===== src/rtl/pipelined_adder_mux_if.sv =====
// Ready/valid operand and result bundle for pipelined_adder_mux.
// The master side supplies operands and accepts results; the slave side is the adder.
interface pipelined_adder_mux_if #(
   parameter int WIDTH = 16
);
   logic             in_valid;
   logic             in_ready;
   logic [WIDTH-1:0] a;
   logic [WIDTH-1:0] b;
   logic             cin;
   logic             sub;
   logic             out_valid;
   logic             out_ready;
   logic [WIDTH-1:0] sum;
   logic             cout;
   logic             ovf;

   modport master (
      output in_valid, a, b, cin, sub, out_ready,
      input  in_ready, out_valid, sum, cout, ovf
   );

   modport slave (
      input  in_valid, a, b, cin, sub, out_ready,
      output in_ready, out_valid, sum, cout, ovf
   );
endinterface


===== src/rtl/pipelined_adder_mux.sv =====
// Carry-pipelined add/subtract built from mux full-adder cells: each of STAGES slices
// ripples WIDTH/STAGES bits and hands its carry to the next stage, under a global stall.
module pipelined_adder_mux #(
   parameter int WIDTH  = 16,
   parameter int STAGES = 4
) (
   input logic                  clk,
   input logic                  rst_n,
   pipelined_adder_mux_if.slave bus
);
   localparam int SLICE = WIDTH / STAGES;

   // Mux full-adder cell: the propagate term selects between carry-in and a. Returns {carry, sum}.
   function automatic logic [1:0] mux_fa(input logic x, input logic y, input logic ci);
      logic p;
      p = x ^ y;
      return {(p ? ci : x), (p ? ~ci : ci)};
   endfunction

   logic             adv;
   logic [WIDTH-1:0] b_eff;
   logic             c0;

   assign adv          = !bus.out_valid || bus.out_ready;
   assign bus.in_ready = adv;
   assign b_eff        = bus.sub ? ~bus.b : bus.b;
   assign c0           = bus.sub ? 1'b1 : bus.cin;

   for (genvar k = 0; k < STAGES; k++) begin : g_stage
      localparam int LO = k * SLICE;
      localparam int HI = LO + SLICE;

      logic [SLICE-1:0] a_sl;
      logic [SLICE-1:0] b_sl;
      logic [SLICE-1:0] s_sl;
      logic [SLICE:0]   cy;
      logic [HI-1:0]    s_nx;
      logic [HI-1:0]    s_q;
      logic             v_nx;
      logic             v_q;
      logic             c_q;

      if (k == 0) begin : g_first
         assign a_sl  = bus.a[SLICE-1:0];
         assign b_sl  = b_eff[SLICE-1:0];
         assign cy[0] = c0;
         assign v_nx  = bus.in_valid;
         assign s_nx  = s_sl;
      end else begin : g_next
         assign a_sl  = g_stage[k-1].g_ops.a_q[HI-1:LO];
         assign b_sl  = g_stage[k-1].g_ops.b_q[HI-1:LO];
         assign cy[0] = g_stage[k-1].c_q;
         assign v_nx  = g_stage[k-1].v_q;
         assign s_nx  = {s_sl, g_stage[k-1].s_q};
      end

      for (genvar i = 0; i < SLICE; i++) begin : g_bit
         assign {cy[i+1], s_sl[i]} = mux_fa(a_sl[i], b_sl[i], cy[i]);
      end

      // NOTE: the data registers are reset too, so a reset leaves every stage at all-zero.
      always_ff @(posedge clk or negedge rst_n) begin
         if (!rst_n) begin
            v_q <= 1'b0;
            c_q <= 1'b0;
            s_q <= '0;
         end else if (adv) begin
            // NOTE: non-blocking, so each stage samples its predecessor's pre-edge value.
            v_q <= v_nx;
            c_q <= cy[SLICE];
            s_q <= s_nx;
         end
      end

      // Operand slices not yet consumed travel alongside the partial sum.
      if (k < STAGES - 1) begin : g_ops
         logic [WIDTH-1:HI] a_nx;
         logic [WIDTH-1:HI] b_nx;
         logic [WIDTH-1:HI] a_q;
         logic [WIDTH-1:HI] b_q;

         if (k == 0) begin : g_src_in
            assign a_nx = bus.a[WIDTH-1:HI];
            assign b_nx = b_eff[WIDTH-1:HI];
         end else begin : g_src_prev
            assign a_nx = g_stage[k-1].g_ops.a_q[WIDTH-1:HI];
            assign b_nx = g_stage[k-1].g_ops.b_q[WIDTH-1:HI];
         end

         always_ff @(posedge clk or negedge rst_n) begin
            if (!rst_n) begin
               a_q <= '0;
               b_q <= '0;
            end else if (adv) begin
               a_q <= a_nx;
               b_q <= b_nx;
            end
         end
      end else begin : g_last
         logic ovf_q;

         always_ff @(posedge clk or negedge rst_n) begin
            if (!rst_n) begin
               ovf_q <= 1'b0;
            end else if (adv) begin
               ovf_q <= cy[SLICE] ^ cy[SLICE-1];
            end
         end
      end
   end

   assign bus.out_valid = g_stage[STAGES-1].v_q;
   assign bus.sum       = g_stage[STAGES-1].s_q;
   assign bus.cout      = g_stage[STAGES-1].c_q;
   assign bus.ovf       = g_stage[STAGES-1].g_last.ovf_q;
endmodule

===== src/flat_wrapper.sv =====
// flat-port wrapper written by rule: the top's interface ports become plain ports
module pipelined_adder_mux_flat 
#(
   parameter int WIDTH  = 16,
   parameter int STAGES = 4
)
  (clk, rst_n, bus_in_valid, bus_a, bus_b, bus_cin, bus_sub, bus_out_ready, bus_in_ready, bus_out_valid, bus_sum, bus_cout, bus_ovf);
  pipelined_adder_mux_if #(.WIDTH(WIDTH)) bus_i ();
  input logic clk;
  input logic rst_n;
  input wire logic [$bits(bus_i.in_valid)-1:0] bus_in_valid;
  input wire logic [$bits(bus_i.a)-1:0] bus_a;
  input wire logic [$bits(bus_i.b)-1:0] bus_b;
  input wire logic [$bits(bus_i.cin)-1:0] bus_cin;
  input wire logic [$bits(bus_i.sub)-1:0] bus_sub;
  input wire logic [$bits(bus_i.out_ready)-1:0] bus_out_ready;
  output wire logic [$bits(bus_i.in_ready)-1:0] bus_in_ready;
  output wire logic [$bits(bus_i.out_valid)-1:0] bus_out_valid;
  output wire logic [$bits(bus_i.sum)-1:0] bus_sum;
  output wire logic [$bits(bus_i.cout)-1:0] bus_cout;
  output wire logic [$bits(bus_i.ovf)-1:0] bus_ovf;
  assign bus_i.in_valid = bus_in_valid;
  assign bus_i.a = bus_a;
  assign bus_i.b = bus_b;
  assign bus_i.cin = bus_cin;
  assign bus_i.sub = bus_sub;
  assign bus_i.out_ready = bus_out_ready;
  assign bus_in_ready = bus_i.in_ready;
  assign bus_out_valid = bus_i.out_valid;
  assign bus_sum = bus_i.sum;
  assign bus_cout = bus_i.cout;
  assign bus_ovf = bus_i.ovf;
  pipelined_adder_mux #(.WIDTH(WIDTH), .STAGES(STAGES)) u_core (.clk(clk), .rst_n(rst_n), .bus(bus_i));
endmodule

===== config.mk =====
export PLATFORM = sky130hd
export DESIGN_NAME = pipelined_adder_mux_flat
export DESIGN_NICKNAME = d
export VERILOG_FILES = /design/src/rtl/pipelined_adder_mux_if.sv /design/src/rtl/pipelined_adder_mux.sv /design/src/flat_wrapper.sv
export SDC_FILE = /design/constraint.sdc
export NUM_CORES = 1
export LEC_CHECK = 0
export ABC_CLOCK_PERIOD_IN_PS = 3800
export CORE_UTILIZATION = 45
export CTS_CLUSTER_DIAMETER = 100
export DETAILED_ROUTE_END_ITERATION = 8
export GPL_TIMING_DRIVEN = 0
export HOLD_SLACK_MARGIN = 0.12
export PLACE_DENSITY = 0.71
export SLEW_MARGIN = 20
export SYNTH_ARGS = -nofsm -noshare
export SYNTH_HDL_FRONTEND = slang
export SYNTH_SLANG_ARGS = --single-unit
export TNS_END_PERCENT = 100

===== constraint.sdc =====
create_clock -name clk -period 3.8 [get_ports clk]
set_input_delay 1.14 -clock clk [delete_from_list [all_inputs] [get_ports clk]]
set_output_delay 1.14 -clock clk [all_outputs]
set_load 0.05 [all_outputs]

# Word-level counts from Yosys, hierarchy flattened
# Index checks and enable logic that the tools add are counted.
# totals
regBits	97
in_bits	38
output_inout_bits	20
elab_cells	89
# op_classes
muxes	34
n_bitwise	34
reduce_logical	2
# ops
cell	n
1-bit 2-to-1 mux	33
1-bit bitwise XOR	17
16-bit 2-to-1 mux	1
1-bit NOT	16
16-bit NOT	1
1-bit zero test	1
1-bit logical OR	1

# Depth between registers and ports, before layout
# depth
ltp_word	8
ltp_mapped	7
depth_no_buf	6

# Least setup slack after synthesis
# Ideal clock, no wire load.
# synth_timing
path_type	input to output
start	in bus_out_ready
end	out bus_in_ready
arrival_time_ns	2.074
required_time_ns	2.660
path_slack_ns	0.586
path_stages	4
path_buffers	2
cell_sequence	nor2b_1 clkbuf_1 inv_2 clkbuf_1
# synth_between
elab_chain_cells	1
# synth_lines
element	line_no	rtl
start: declaration	flat_wrapper.sv:16	input wire logic [$bits(bus_i.out_ready)-1:0] bus_out_ready;
1-bit logical OR	pipelined_adder_mux.sv:24	assign adv = !bus.out_valid || bus.out_ready;
end: declaration	flat_wrapper.sv:17	output wire logic [$bits(bus_i.in_ready)-1:0] bus_in_ready;
# No other way between the ends.

# Worst setup path after layout
# Same ends and word-level chain as after synthesis.

==> key figures <==
Drt
  • Remaining routing DRC violations: 1
  • Antenna violation net count after detailed routing: 0
  • Vias per cell: 4.86
  • Wire length per cell after detailed routing: 13.4 um
  • DRC violation total after the first TritonRoute iteration: 127
  • Total length of routed wires: 8630 um
  • Number of detailed-route iterations in the first pass: 6
  • Total number of vias: 3,128

Global route
  • All-Layer GR Usage: 19.5%
  • Number of antenna violations at the first check in global routing: 0
  • Wire length of the first global-routing pass: 14,700 um
  • Grt total ovfl: 0
  • Maximum number of pins on one net before global-route repair: 81
  • Number of global-route vias before repair: 3,095

Logic synthesis
  • Area fraction in compound gates after synthesis: 6.27%
  • Prevailing post-synth register cell: sky130_fd_sc_hd__dfrtp_1
  • Post-synthesis mux area share: 0.237%
  • Syn_nets: 502
  • Flip-flop and latch count after synthesis: 97
  • Synth Cell Area: 0.00423 mm^2
  • Largest family of logic cells by synthesized area: simple AND/OR/NAND/NOR gates
  • Unique masters post-synth: 30
  • Xor and xnor area share after synthesis: 8.08%
  • Share of synthesized cell area in and, or, nand and nor gates: 20.7%
  • Share of async-settable or async-resettable flops after synthesis: 100%
  • Count of mapped cells out of synthesis: 460
  • Count of yosys warnings during synthesis: 0
  • Average cell area after synthesis: 9.19 um^2
  • Part of the Yosys area used for sequential elements: 57.4%
  • Post-synthesis share of cell area spent on full adders, half adders and majority gates: 4.17%
  • Number of synthesized flops with an enable pin: 0

Timing
  • Worst max-slew margin expressed relative to the limit: 58.3%
  • Setup repair after global routing missed its margin: false
  • Total count of hold-check failures in the final report: 0
  • Setup_tns: 0 ps
  • Share of the cycle needed by the critical path after routing: 95.8%
  • Slew at the pin closest to its max-slew limit: 625 ps
  • Count of pins over their slew limit: 0
  • Timing-limited maximum frequency: 275 MHz
  • Worst Clk Skew: 11.6 ps
  • Final setup violating endpoints: 0
  • Min Tclk post-route: 3640 ps

Setup path
  • Critical path type: in -> out
  • Type of element launching the critical path: primary input
  • Critical path capture point type: output port
  • Maximum fanout encountered on the critical timing path: 17
  • Data required, critical path: 2660 ps
  • Data arrival time of the critical path: 2500 ps

Clock network
  • Clock Sinks: 97
  • Clock buffers created by TritonCTS: 9
  • CTS tree: yes
  • Clock Pin Slew Worst Setup and Hold Paths: 80 ps
  • Clk buf depth: 2
  • Buffers inserted during post-CTS setup optimization: 0
  • Number of levels the H-tree was split into: 3
  • Post-CTS Hold Fix Bufs: 0
  • Clock network latency to the later pin of the worst-skew pair: 360 ps
  • Root Driver: sky130_fd_sc_hd__clkbuf_8

Floorplan
  • Starting utilization of the core area: 46.2%
  • Die height: 98.9 um
  • Total I/O pin count: 58
  • Die Outline Area: 0.00979 mm^2
  • Floorplan die width: 98.9 um
  • Std-Cell Core Area: 0.00915 mm^2
  • Number of rows created at floorplan: 35

Run
  • Number of max-cap violations: 0

Run status
  • Violated checks: DRC
  • Result of the run: finished, violations left

Placed design
  • DP Wirelength: 6300 um
  • Port-buffer cells: 57
  • RePlAce Congestion: 0.807
  • Cell count after placement: 629

Finish
  • Nets: 570
  • Fraction of final layout cells sized beyond drive strength 1: 4.70%
  • Leading cell type in the layout, fill and taps excluded: sky130_fd_sc_hd__nand2_1
  • Most used cells in the layout excluding fill and tap cells: sky130_fd_sc_hd__nand2_1, sky130_fd_sc_hd__dfrtp_1, sky130_fd_sc_hd__clkdlybuf4s50_1, sky130_fd_sc_hd__o21ai_0, sky130_fd_sc_hd__xnor2_1
  • Diode count: 0
  • FF/Latch Area: 0.00243 mm^2
  • Fillers: 860
  • Multi-input combinational cell area: 0.00167 mm^2
  • Area delta synth->final: 22.0%
  • Post-route non-filler standard cell count: 643

Power
  • Leakage power total: 2.42 nW
  • Power after layout: 4.19 mW
  • Max rail drop VDD: 0.000324 V
  • Power Dens Cells: 813 mW/mm^2

Min path
  • Class of the tightest hold or removal check: reg -> reg
[sequential cells by signal (all words and copies together), names as in the netlist]
| register | flops |
|---|---|
| u_core.g_stage.c_q | 3 |
| u_core.g_stage.g_ops.a_q | 24 |
| u_core.g_stage.g_ops.b_q | 24 |
| u_core.bus.sum | 16 |
| u_core.bus.out_valid | 1 |
| u_core.bus.ovf | 1 |
| u_core.g_stage.s_q | 24 |
| u_core.g_stage.v_q | 3 |
| u_core.bus.cout | 1 |
[metrics by stage]
stage | area [um^2] | hold WS [ps] | setup slack [ps] | utilization, %
2_1_floorplan | 4230 | 430 | 586 | -
3_3_place_gp | 4940 | 446 | -1850 | 53.9
3_5_place_dp | 4970 | 453 | -691 | 54.3
4_1_cts | 5160 | 472 | 62.4 | 56.4
5_1_grt | 5160 | 489 | 91.7 | 56.4
6_report | 5160 | 467 | 158 | 56.4
[routing by layer]
metal / vias up / track usage (%) / share of wire, %
met5: - / 0 / 0
met2: 68 / 32.7 / 49
met4: 0 / 7.58 / 1.0
met1: 1482 / 25.0 / 46
li1: 1569 / - / -
met3: 9 / 3.76 / 3.4
[critical path, cell delays in order]
cell	delay, ps
sky130_fd_sc_hd__clkdlybuf4s50_1	460
sky130_fd_sc_hd__nor2b_1	50
sky130_fd_sc_hd__clkbuf_2	170
sky130_fd_sc_hd__inv_2	260
sky130_fd_sc_hd__clkdlybuf4s15_2	420
[synth_stat cells, types with 2 or more instances]
library cell                 n  share of area (%)
sky130_fd_sc_hd__a21oi_1    10                1.2
sky130_fd_sc_hd__buf_1       3               0.27
sky130_fd_sc_hd__buf_2       2               0.24
sky130_fd_sc_hd__clkbuf_1   18                1.6
sky130_fd_sc_hd__dfrtp_1    97                 57
sky130_fd_sc_hd__fa_1        3                1.4
sky130_fd_sc_hd__inv_1      10               0.89
sky130_fd_sc_hd__maj3_1      7                1.7
sky130_fd_sc_hd__maj3_2      3               0.80
sky130_fd_sc_hd__nand2_1   207                 18
sky130_fd_sc_hd__nand2b_1    3               0.44
sky130_fd_sc_hd__nand3_1     2               0.24
sky130_fd_sc_hd__nor2_1      9               0.80
sky130_fd_sc_hd__nor2b_1     3               0.44
sky130_fd_sc_hd__o21ai_0    30                3.6
sky130_fd_sc_hd__or3_1       2               0.30
sky130_fd_sc_hd__xnor2_1    28                5.8
sky130_fd_sc_hd__xor2_1     11                2.3
[where the power goes]
part	internal [mW]	switching (mW)	total, mW
clock network	0.318	0.345	0.663
registers	1.49	0.278	1.77
logic	0.676	1.09	1.76
[logic make-up after synthesis]
group / after synthesis
AO/OA/AOI/OAI: 48
multiplexers: 1
adder cells (fa/ha/maj): 14
XOR/XNOR: 39
AND/OR/NAND/NOR: 227
buffers and inverters: 34
flip-flops: 97
[cell type report]
cell class,instances,share of cell area (%)
clock buffers,10,2.67
repair buffers,58,11.6
multi-input cells,329,32.4
clock inverters,5,1.09
well taps,111,2.69
plain buffers,22,1.67
flip-flops and latches,97,47.1
inverters,11,0.800
[worst paths after layout]
kind / startpoint / slack (ps) / cells past startpoint / endpoint
setup reg to reg: u_core.g_stage[1].g_ops.a_q[8]$_DFFE_PN0P_ / 1440 / 6 / u_core.g_stage[2].s_q[11]$_DFFE_PN0P_
setup / recovery: bus_out_ready / 160 / 5 / bus_in_ready
min in group asynchronous: rst_n / 600 / 1 / u_core.bus.sum[0]$_DFFE_PN0P_
hold / removal: u_core.bus.sum[7]$_DFFE_PN0P_ / 470 / 2 / u_core.bus.sum[7]$_DFFE_PN0P_
hold reg to reg: u_core.bus.sum[7]$_DFFE_PN0P_ / 470 / 2 / u_core.bus.sum[7]$_DFFE_PN0P_
max in group asynchronous: rst_n / 2580 / 2 / u_core.g_stage[0].s_q[3]$_DFFE_PN0P_
[repair_timing]
action,4_1_cts,5_1_grt
gates cloned,0,0
endpoints found under the setup margin,1,1
gates resized for setup,3,2
endpoints found under the hold margin,0,0
pin swaps,0,0
Note: power is estimated with default switching activity, not from simulation.
